## src/rtl/demux_stream_1ton.sv

```systemverilog
// Registered 1-to-N stream demultiplexer: one valid/ready producer fanned out to N
// independent valid/ready consumers, each with its own one-entry output register.
module demux_stream_1ton #(
    parameter int DW = 8,
    parameter int N  = 8,
    parameter int SW = 3
) (
    input  logic            clk,
    input  logic            rst,
    input  logic            in_valid,
    output logic            in_ready,
    input  logic [DW-1:0]   in_data,
    input  logic [SW-1:0]   sel,
    input  logic            mode,
    output logic [N-1:0]    out_valid,
    input  logic [N-1:0]    out_ready,
    output logic [N*DW-1:0] out_data,
    output logic [SW-1:0]   rr_ptr,
    output logic [7:0]      err_cnt
);

    localparam logic [SW-1:0] LAST_CH = SW'(N - 1);

    logic [SW-1:0]        tgt;
    logic [N-1:0]         tgt_hit;
    logic                 in_range;
    logic                 tgt_free;
    logic                 accept;
    logic [N-1:0]         load;
    logic [N-1:0][DW-1:0] data_q;

    // An out-of-range target decodes to no channel, so it is always "free" and gets dropped.
    always_comb begin
        tgt     = mode ? rr_ptr : sel;
        tgt_hit = '0;
        for (int k = 0; k < N; k++) begin
            tgt_hit[k] = (tgt == SW'(k));
        end
        in_range = |tgt_hit;
        tgt_free = |(tgt_hit & (~out_valid | out_ready));
        in_ready = !rst && (!in_range || tgt_free);
        accept   = in_valid && in_ready;
        load     = tgt_hit & {N{accept}};
    end

    assign out_data = data_q;

    always_ff @(posedge clk) begin
        if (rst) begin
            out_valid <= '0;
            data_q    <= '0;
            rr_ptr    <= '0;
            err_cnt   <= '0;
        end else begin
            for (int k = 0; k < N; k++) begin
                if (load[k]) begin
                    out_valid[k] <= 1'b1;
                    data_q[k]    <= in_data;
                end else if (out_ready[k]) begin
                    out_valid[k] <= 1'b0;
                end
            end

            if (accept && !in_range && (err_cnt != 8'hFF)) begin
                err_cnt <= err_cnt + 8'd1;
            end

            if (accept && mode) begin
                rr_ptr <= (rr_ptr == LAST_CH) ? '0 : rr_ptr + SW'(1);
            end
        end
    end

endmodule

```

## config.mk

```make
export PLATFORM = sky130hd
export DESIGN_NAME = demux_stream_1ton
export DESIGN_NICKNAME = d
export VERILOG_FILES = /design/src/rtl/demux_stream_1ton.sv
export SDC_FILE = /design/constraint.sdc
export NUM_CORES = 1
export LEC_CHECK = 0
export BUFFER_PORTS_ARGS = -buffer_cell sky130_fd_sc_hd__clkbuf_2
export CAP_MARGIN = 10
export CORE_ASPECT_RATIO = 0.75
export CORE_UTILIZATION = 52
export CTS_BUF_LIST = sky130_fd_sc_hd__clkbuf_4
export CTS_CLUSTER_SIZE = 16
export DETAILED_ROUTE_END_ITERATION = 16
export PLACE_DENSITY_LB_ADDON = 0.25
export SLEW_MARGIN = 20
export SYNTH_ARGS = -nofsm -noshare
export SYNTH_HDL_FRONTEND = slang
export SYNTH_SLANG_ARGS = --single-unit
```

## constraint.sdc

```tcl
create_clock -name clk -period 2.2 [get_ports clk]
set_clock_uncertainty 0.1 [all_clocks]
set_input_delay 0.11 -clock clk [delete_from_list [all_inputs] [get_ports clk]]
set_output_delay 0.11 -clock clk [all_outputs]
set_load 0.01 [all_outputs]
```

Word level (Yosys, flattened, before mapping)
Cells that the tools add are included.
Widths: inputs -> output; s select.
Word-level totals
  register bits: 83
  output and inout port bits: 84
  word-level logic and storage cells: 70
Operators by class
  add/subtract/negate cells: 2
  equality and inequality tests: 9
  muxes and demuxes: 18
  bitwise gates (word level): 4
  reduce and logical (&&, ||, !) cells: 19
Operator list (count)
  $and 8x8->8: 2
  $mux 1: 16
  $reduce_bool 2->1: 8
  $reduce_or 8->1: 2
  $eq 3x3->1 const B: 5
  $add 8x1->8 const B: 1
  $ne 8x8->1 const B: 1
  $not 8->8: 1
  $or 8x8->8: 1
  $eq 3x2->1 const B: 2
  $mux 3: 2
  $logic_and 1x1->1: 5
  $add 3x1->3 const B: 1
  $eq 3x1->1 const B: 1
  $logic_not 3->1: 1
  $logic_not 1->1: 2
  $logic_or 1x1->1: 1

Logic depth before layout (Yosys ltp)
Gate-level depths: netlist of the first run.
  depth in word-level cells: 9
  gate-level depth with buffers: 7
  depth with buffers taken out: 5

Worst setup path before layout of the first run
No wires, ideal clock.
  path kind: register to register
  start: register rr_ptr[1]
  end: register rr_ptr[0]
  library setup time: 0.121 ns
  arrival: 1.769 ns
  data required time: 1.979 ns
  path slack: 0.209 ns
  stages on the path, launching flop included: 6
  clock period less this slack: 1.991 ns
  cell sequence: dfxtp_1 mux2_4 nor2_1 o32ai_2 o311a_4 mux2_4
On the way
  cells in the longest elaborated chain, start to end: 8
RTL lines
  start, declared: line 18  | output logic [SW-1:0] rr_ptr,
  start signal, assigned: line 69  | rr_ptr <= (rr_ptr == LAST_CH) ? '0 : rr_ptr + SW'(1);
  $mux 3: line 34  | tgt = mode ? rr_ptr : sel;
  $eq 3x1->1, or another cell as far along: line 37  | tgt_hit[k] = (tgt == SW'(k));
  $and 8x8->8 / $reduce_or 8->1 (equally long branches): line 40, 39
  $reduce_or 8->1 / $logic_not 1->1 (equally long branches): line 40, 41
  $logic_or 1x1->1: line 41  | in_ready = !rst && (!in_range || tgt_free);
  $logic_and 1x1->1: line 41
  $logic_and 1x1->1: line 42  | accept = in_valid && in_ready;
  $logic_and 1x1->1: line 68  | if (accept && mode) begin
Several ways; a longest one is shown, not always the timed one.
A chain may end at the register's enable or synchronous reset.

Final worst setup path of the first run
  start: register rr_ptr[1]
  end: output in_ready
On the way
  cells in the longest elaborated chain, start to end: 6
RTL lines
  $mux 3 (*): line 34
  $eq 3x1->1, or another cell as far along: line 37
  $and 8x8->8 / $reduce_or 8->1 (equally long branches): line 40, 39
  $reduce_or 8->1 / $logic_not 1->1 (equally long branches): line 40, 41
  $logic_or 1x1->1 (*): line 41
  $logic_and 1x1->1 (*): line 41
  end, declared: line 11  | output logic in_ready,
Mark *: on every way between the ends. The rest lies on a longest branch, timed or not.

==> results list, run 1 <==
- Run status: completed
* Total via count in the routed design: approximately 2700
- Antenna violations before repair: 0
* Pwr Density: around 600 nW/um2
- Number of DRC markers in iteration 0: 106
* Last weighted congestion value of the routability-driven placer: a little under 0.9
- Detail-routed via count per cell: 5.14
* Count of unresolved DRC violations after routing: 0
- The tree is rooted in a sky130_fd_sc_hd__clkbuf_4.
- The die is ~94 um wide.
- Of all nets on the critical path, the largest fanout is 7.
* Die area: 6680 um2
* Worst Hold Class: in -> reg
* RSZ-0062 raised after global routing: yes
- After clock tree synthesis, the clock-pin slew on the worst setup and hold paths is approximately 120 ps.
* Signed area change from the synthesized netlist to the final layout: 32.1%
- The count of buffers added on input and output ports is between 100 and 150.
- Counting every sink on the clock net gives 83.
- Instance area at placement: slightly below 4000 um2
- The worst setup path is launched from a flop.
- Post-synth top flop: sky130_fd_sc_hd__dfxtp_1
- Cell types with the highest counts after synthesis: sky130_fd_sc_hd__dfxtp_1 (83), sky130_fd_sc_hd__mux2i_1 (51), sky130_fd_sc_hd__nand2b_1 (42), sky130_fd_sc_hd__nor2_1 (23)
* Count of flip-flops with a built-in enable after synthesis: 0
* Kind of capture point of the worst setup path: output port
- Cell with the most instances after synthesis: sky130_fd_sc_hd__dfxtp_1
* Maximum resistive drop on vdd: between 0.3 and 0.4 mV
- The longest clock path from root to sink contains 2 buffers.
- After routing the design area is 4360 um2.
- Max-cap viol count: 0
* Flops & latches, synth: 83
- Dominant cell type by area after synthesis: sky130_fd_sc_hd__dfxtp_1
- Arrival @ worst endpoint: ~1900 ps
* Total congestion overflow: 0
- Total of endpoints with negative setup slack in the final report: 0
* Clock tree from TritonCTS: built
* Share of post-route cells with drive strength above 1: 0.368
- Summing every instance area after synthesis gives around 3300 um2.
- The number of hold violations in the final report came to 0.
- Routed wirelength normalized by instance count: approximately 16 um
* Sequential-to-total area share from yosys stat: 0.503
* Detailed-route wire length: 8420 um
- Total I/O pin count: between 100 and 150
* Count of antenna diodes in the layout: 0
- The clock period could shrink to between 2000 and 2500 ps.
- In this run the remaining antenna-violating nets after routing total 0.
* Max Slew Vio Count: 0
- The initial utilization of the core area, before any placement, comes to 0.553.
* Cells taking the most area after synthesis: sky130_fd_sc_hd__dfxtp_1 (50%), sky130_fd_sc_hd__mux2i_1 (15%), sky130_fd_sc_hd__nand2b_1 (8.0%)
- The analysis attributes to cell leakage a power of slightly above 2 nW.
- For the worst-skew pair, the clock arrives at the later sink with an insertion delay of approximately 440 ps.
- Largest net degree at the start of global routing: 83
- Dividing the final minimum period by the clock period gives 0.969.
- Critical path start-end classification: reg -> out
- Worst slew slack as a fraction of its limit: 0.555
* Achievable Freq: about 0.47 GHz
- Post-synth top area share: 0.503
* Synthesized net count: 336
- Number of standard-cell rows in the floorplan: 24
* Y dimension of the die: ~71 um
- Async set-or-reset flop fraction in the synthesized netlist: 0
- CTS buffer count: 9
- Detailed placement finished with a half-perimeter wire length of around 5300 um.
- In the global route stage, overall resource usage came out at 0.249.
- Synthesis produced a netlist whose cell count is a little over 300.
- Deepest level of the CTS H-tree: 3
- Average size of a mapped cell: ~11 um2
- Yosys mapped the design onto 30 distinct sky130hd cell types.
- Final layout net count: 474
- Core Util, Final: 0.730
* Number of global-route vias before repair: ~2500
- For the pin with the worst max-slew slack, the measured transition is approximately 670 ps.
* Core Footprint: about 6000 um2
* Synth warnings: 0
- Data on the critical path is required at its endpoint by a little under 2000 ps.
* Drt pass-1 iters: 4
* Global-route wire length before repair: around 12000 um
## worst max-delay path, cell delays in order (launching register included)
cell and delay (ps):
sky130_fd_sc_hd__dfxtp_4 390, sky130_fd_sc_hd__mux2_4 330, sky130_fd_sc_hd__mux2i_4 210, sky130_fd_sc_hd__o32ai_4 110, sky130_fd_sc_hd__nor3_2 230, sky130_fd_sc_hd__nor2_1 60, sky130_fd_sc_hd__clkbuf_2 150
## layout make-up
cell class	count	area, um2
multi-input cells	198	1570
flip-flops and latches	83	1670
clock buffers	9	67.6
repair buffers	145	870
well taps	78	97.6
clock inverters	7	51.3
fillers	472	1610
inverters	12	45.0
## stage by stage
| step | hold slack [ps] | instances | worst slack [ps] | power [mW] | TNS [ps] |
|---|---|---|---|---|---|
| floorplan | 157 | 311 | 209 | 1.72 | 0 |
| global placement | 276 | 490 | 196 | 1.81 | 0 |
| global route | 99.2 | 532 | -39.1 | 2.75 | -39.1 |
| CTS | 59.1 | 524 | 15.0 | 2.62 | 0 |
| finish | 79.9 | 532 | 68.5 | 2.63 | 0 |
| detailed placement | 295 | 490 | 109 | 1.81 | 0 |
## cells by family (layout without fill, tap and decap cells)
| logic type | after synthesis | count (layout) | synth area share |
|---|---|---|---|
| adder cells (fa/ha/maj) | 2 | 2 | 0.00757 |
| buffers and inverters | 30 | 173 | 0.0477 |
| flip-flops | 83 | 83 | 0.503 |
| multiplexers | 54 | 54 | 0.170 |
| AND/OR/NAND/NOR | 107 | 107 | 0.190 |
| AO/OA/AOI/OAI | 35 | 35 | 0.0818 |
## layer usage
layer	routed length [um]	vias to the layer above	global-route usage
li1	-	1336	-
met1	3710	1296	0.311
met2	4050	92	0.397
met3	547	10	0.105
met4	110	0	0.0667
met5	0	-	0
## placed cells by master (no fill, tap or decap), drive strengths merged, types with 10 or more instances in the layout
cell type and count:
buf 22, clkbuf 115, dfxtp 83, dlygate4sd3 17, inv 14, mux2i 52
nand2b 42, nand3b 16, nor2 24, nor2b 10, o21ai 16
## power by group
| part | internal (mW) | total (mW) | switching (mW) |
|---|---|---|---|
| Clock | 0.238 | 0.784 | 0.546 |
| Sequential | 1.53 | 1.54 | 0.0164 |
| Combinational | 0.144 | 0.300 | 0.156 |
## flip-flops by register name, summed over array words and instances (netlist names)
signal,cells
out_data,64
rr_ptr,3
out_valid,8
err_cnt,8
## timing repair
item / CTS / global route
setup buffers: 1 / 8
hold buffers: 17 / 0
pin swaps: 1 / 4
resized for setup: 6 / 7
endpoints found under the hold margin: 72 / 0
setup endpoints to repair: 1 / 1
gates cloned: 0 / 0
## final timing paths
| check | from | to | slack [ps] | depth (start not counted) |
|---|---|---|---|---|
| max | rr_ptr[1]$_SDFFE_PP0P_ | in_ready | 70 | 6 |
| min reg2reg | err_cnt[5]$_SDFFE_PP0P_ | err_cnt[5]$_SDFFE_PP0P_ | 370 | 1 |
| max reg2reg | rr_ptr[1]$_SDFFE_PP0P_ | out_data[29]$_SDFFE_PP0P_ | 80 | 7 |
| min | out_ready[0] | out_valid[0]$_SDFFE_PP0P_ | 80 | 4 |
(Power assumes the default switching activity.)
==> inputs of run 2 (changes only) <==
--- a/config.mk
+++ b/config.mk
@@ -5,13 +5,13 @@
 export SDC_FILE = /design/constraint.sdc
 export NUM_CORES = 1
 export LEC_CHECK = 0
-export BUFFER_PORTS_ARGS = -buffer_cell sky130_fd_sc_hd__clkbuf_2
 export CAP_MARGIN = 10
 export CORE_ASPECT_RATIO = 0.75
-export CORE_UTILIZATION = 52
-export CTS_BUF_LIST = sky130_fd_sc_hd__clkbuf_4
+export CORE_UTILIZATION = 59
+export CTS_BUF_LIST = sky130_fd_sc_hd__clkbuf_8
 export CTS_CLUSTER_SIZE = 16
 export DETAILED_ROUTE_END_ITERATION = 16
+export DONT_BUFFER_PORTS = 1
 export PLACE_DENSITY_LB_ADDON = 0.25
 export SLEW_MARGIN = 20
 export SYNTH_ARGS = -nofsm -noshare
==> constraint.sdc (replaced) <==
create_clock -name clk -period 1.85 [get_ports clk]
set_clock_uncertainty 0.1 [all_clocks]
set_input_delay 0.0925 -clock clk [delete_from_list [all_inputs] [get_ports clk]]
set_output_delay 0.0925 -clock clk [all_outputs]
set_load 0.01 [all_outputs]
==> results list, run 2 (synthesis results as in run 1) <==
* Run status: complete, but fails checks
- The checks that failed: negative setup slack.
- The worst register-to-register path ends at rr_ptr[0]$_SDFFE_PP0P_.
- The worst setup path is captured at a flop.
- Hold Fails Final Rpt: 0 (unchanged)
- HPWL after detailed placement: 4780 um (-9.5%)
- The global-route total usage across every layer is 0.257 (+0.00742).
- The data required time of the critical path came to 1990 ps (about the same).
* Overall power: 3.37 mW (+28%)
- Die area: 5910 um2 (-12%)
- The detailed-route via count is 2383 (-13%).
* Clock latency at the later pin of the worst-skew pair: 350 ps (-90 ps)
- Slowest cell on crit path: sky130_fd_sc_hd__o311a_4
- Logic depth of the worst setup path including buffers: 5 (-1)
- Number of nets with antenna violations after routing: 0 (unchanged)
- Count of antenna diodes in the layout: 0 (unchanged)
- Y dimension of the die: 66.8 um (-5.9%)
- Static timing analysis puts the maximum clock frequency at roughly 0.51 GHz.
* Final hold slack: 79.4 ps (-0.573 ps)
- The worst-case vdd ir drop is 0.601 mV (+61%).
* Crit path time final: approximately 2000 ps
- The final routed wire length divided by cell count was 18.1 um (+14%).
* CTS buffer count: 9 (unchanged)
- The routed wire length is 7840 um (-6.9%).
* Number of DRC markers in iteration 0: 101 (-4.7%)
* Total I/O pin count: 107 (unchanged)
- Total congestion overflow: 0 (unchanged)
* FF-to-FF path depth: 5 (-2)
- The total setup violations reported at the end of the flow was 12 (+12).
- The flip-flop count of the largest register after layout is 64 (unchanged).
- Ratio of final minimum period to clock period: 1.06
- Category of the worst setup path launch point: flop
- Antenna violations before repair: 0 (unchanged)
- Critical path start-end classification: reg -> reg
* Sinks on Clock Net: 83 (unchanged)
- Max Slew Vio Count: 0 (unchanged)
* Global-route wire length before repair: 11100 um (-10%)
- Worst slew slack as a fraction of its limit: 0.680 (+0.125)
- The top cell types in the final layout, fill and taps aside, are sky130_fd_sc_hd__dfxtp_1 (80), sky130_fd_sc_hd__mux2i_1 (49), sky130_fd_sc_hd__nand2b_1 (42).
* Transition at the pin with the smallest max-transition slack: 480 ps (-188 ps)
- Cell chosen for the clock root: sky130_fd_sc_hd__clkbuf_8
- Buffers on Ports: 0 (-100%)
- Signed area change from the synthesized netlist to the final layout: 22.5%
* Maximum number of buffers from clock root to sink: 2 (unchanged)
* Initial Utilization: 0.614 (+0.0611)
* Crit-path most repeated cell: sky130_fd_sc_hd__mux2_4
- The library cell used most frequently in the layout, excluding fill and tap cells, is sky130_fd_sc_hd__dfxtp_1.
- Peak fanout along the critical path: 6 (-1)
- Hold-critical path depth: 4 (unchanged)
- TritonCTS built the clock tree.
- Number of global-route vias before repair: 2187 (-14%)
* List of cells traversed by the critical path: mux2_4 > mux2i_4 > o32ai_4 > o311a_4 > mux2_4
* Detail-routed via count per cell: 5.50 (+7.1%)
- Place WS: -76.7 ps (-185 ps)
* Pwr Density: 832 nW/um2 (+38%)
- Arrival @ worst endpoint: 2100 ps (+180 ps)
- Worst Hold Class: in -> reg
* Clock transition at the registers of the reported paths: 80 ps (-40 ps)
* Share of post-route cells with drive strength above 1: 0.215 (-0.153)
- Last weighted congestion value of the routability-driven placer: 0.860 (-2.9%)
- Largest net degree at the start of global routing: 87 (+4.8%)
- Die Span X: 88.4 um (-6.0%)
- Met2 demand-to-capacity share in global routing: 0.400 (+0.00341)
- Top Usage Layer GRT: met2
- Static Leak: 1.71 nW (-18%)
* Top cell family by delay on the critical path: multiplexers
* Met1 global-route usage: 0.320 (+0.00847)
* Worst hold start: rst
- Core Util, Final: 0.752 (+0.0216)
- Number of standard-cell rows in the floorplan: 23 (-4.2%)
* GR Util met3: 0.0991 (-0.00624)
* Longest individual stage delay on the worst path: 420 ps (+30 ps)
- Deepest level of the CTS H-tree: 3 (unchanged)
- The post-route worst setup slack came to -112 ps (-180 ps).
- The worst register-to-register path begins at rr_ptr[1]$_SDFFE_PP0P_.
- Drt pass-1 iters: 4 (unchanged)
- Final layout net count: 378 (-20%)
- Max-cap viol count: 0 (unchanged)
* Count of unresolved DRC violations after routing: 0 (unchanged)
- Count of buffer and inverter cells on the critical path: 0 (-1)
- Internal reg-to-reg setup slack: -110 ps (-190 ps)
- Setup repair after global routing could not meet its margin everywhere.
- Core Footprint: 5380 um2 (-9.9%)
- The path with the worst hold slack has its endpoint at out_data[59]$_SDFFE_PP0P_.
-- run 2: changes by cell type in the layout (fill, tap and decap cells not counted), sizes merged --
cell,before,now
clkinv,4,3
buf,22,31
dlygate4sd3,17,18
inv,14,13
clkbuf,115,11
-- run 2: worst max path at each step --
stage	endpoint	from	slack, ps
finish	rr_ptr[0]$_SDFFE_PP0P_	rr_ptr[1]$_SDFFE_PP0P_	-110
global route	in_ready	rr_ptr[1]$_SDFFE_PP0P_	-170
CTS	in_ready	rr_ptr[2]$_SDFFE_PP0P_	-110
detailed placement	rr_ptr[0]$_SDFFE_PP0P_	rr_ptr[1]$_SDFFE_PP0P_	-80
global placement	rr_ptr[0]$_SDFFE_PP0P_	rr_ptr[1]$_SDFFE_PP0P_	3
floorplan	rr_ptr[0]$_SDFFE_PP0P_	rr_ptr[1]$_SDFFE_PP0P_	-30
-- run 2: where the power goes --
group | leakage (nW) | total (mW) | switching (mW) | internal [mW]
sequential | 0.672 | 1.85 | 0.0334 | 1.81
clock | 0.0957 | 1.21 | 0.649 | 0.563
combinational | 0.939 | 0.305 | 0.158 | 0.147
-- run 2: area by class of cell --
class | instances | area (um2)
Clock buffer | 11 | 151
Clock inverter | 5 | 35.0
Fill cell | 381 | 1340
Inverter | 12 | 45.0
Multi-Input combinational cell | 198 | 1590
Sequential cell | 83 | 1670
Tap cell | 75 | 93.8
Timing Repair Buffer | 49 | 459
-- run 2: metrics by stage --
step / instances / TNS (ps) / cell area (um2)
after floorplan: 311 / -28.2 / 3340
after global placement: 392 / 0 / 3520
after detailed placement: 392 / -626 / 3520
after CTS: 429 / -834 / 3940
after global routing: 433 / -2270 / 4050
final: 433 / -647 / 4050
-- run 2: tightest hold or removal path, delay by kind of cell --
| kind | cells | cell delay [ps] |
|---|---|---|
| simple gates | 2 | 140 |
| buf+inv | 1 | 160 |
| compound gates | 1 | 80 |
-- run 2: repair_timing --
action,in CTS,in global routing
resized for setup,3,22
pin swaps,1,5
hold buffers,19,0
endpoints found under the hold margin,83,0
buffers inserted,2,2
gates cloned,0,2
endpoints found under the setup margin,36,50
-- run 2: per-layer routing --
layer / wire [um] / vias up / share of wire
li1: - / 1145 / -
met1: 3440 / 1152 / 0.44
met3: 572 / 13 / 0.073
met2: 3690 / 73 / 0.47
met5: 0 / - / 0
met4: 139 / 0 / 0.018
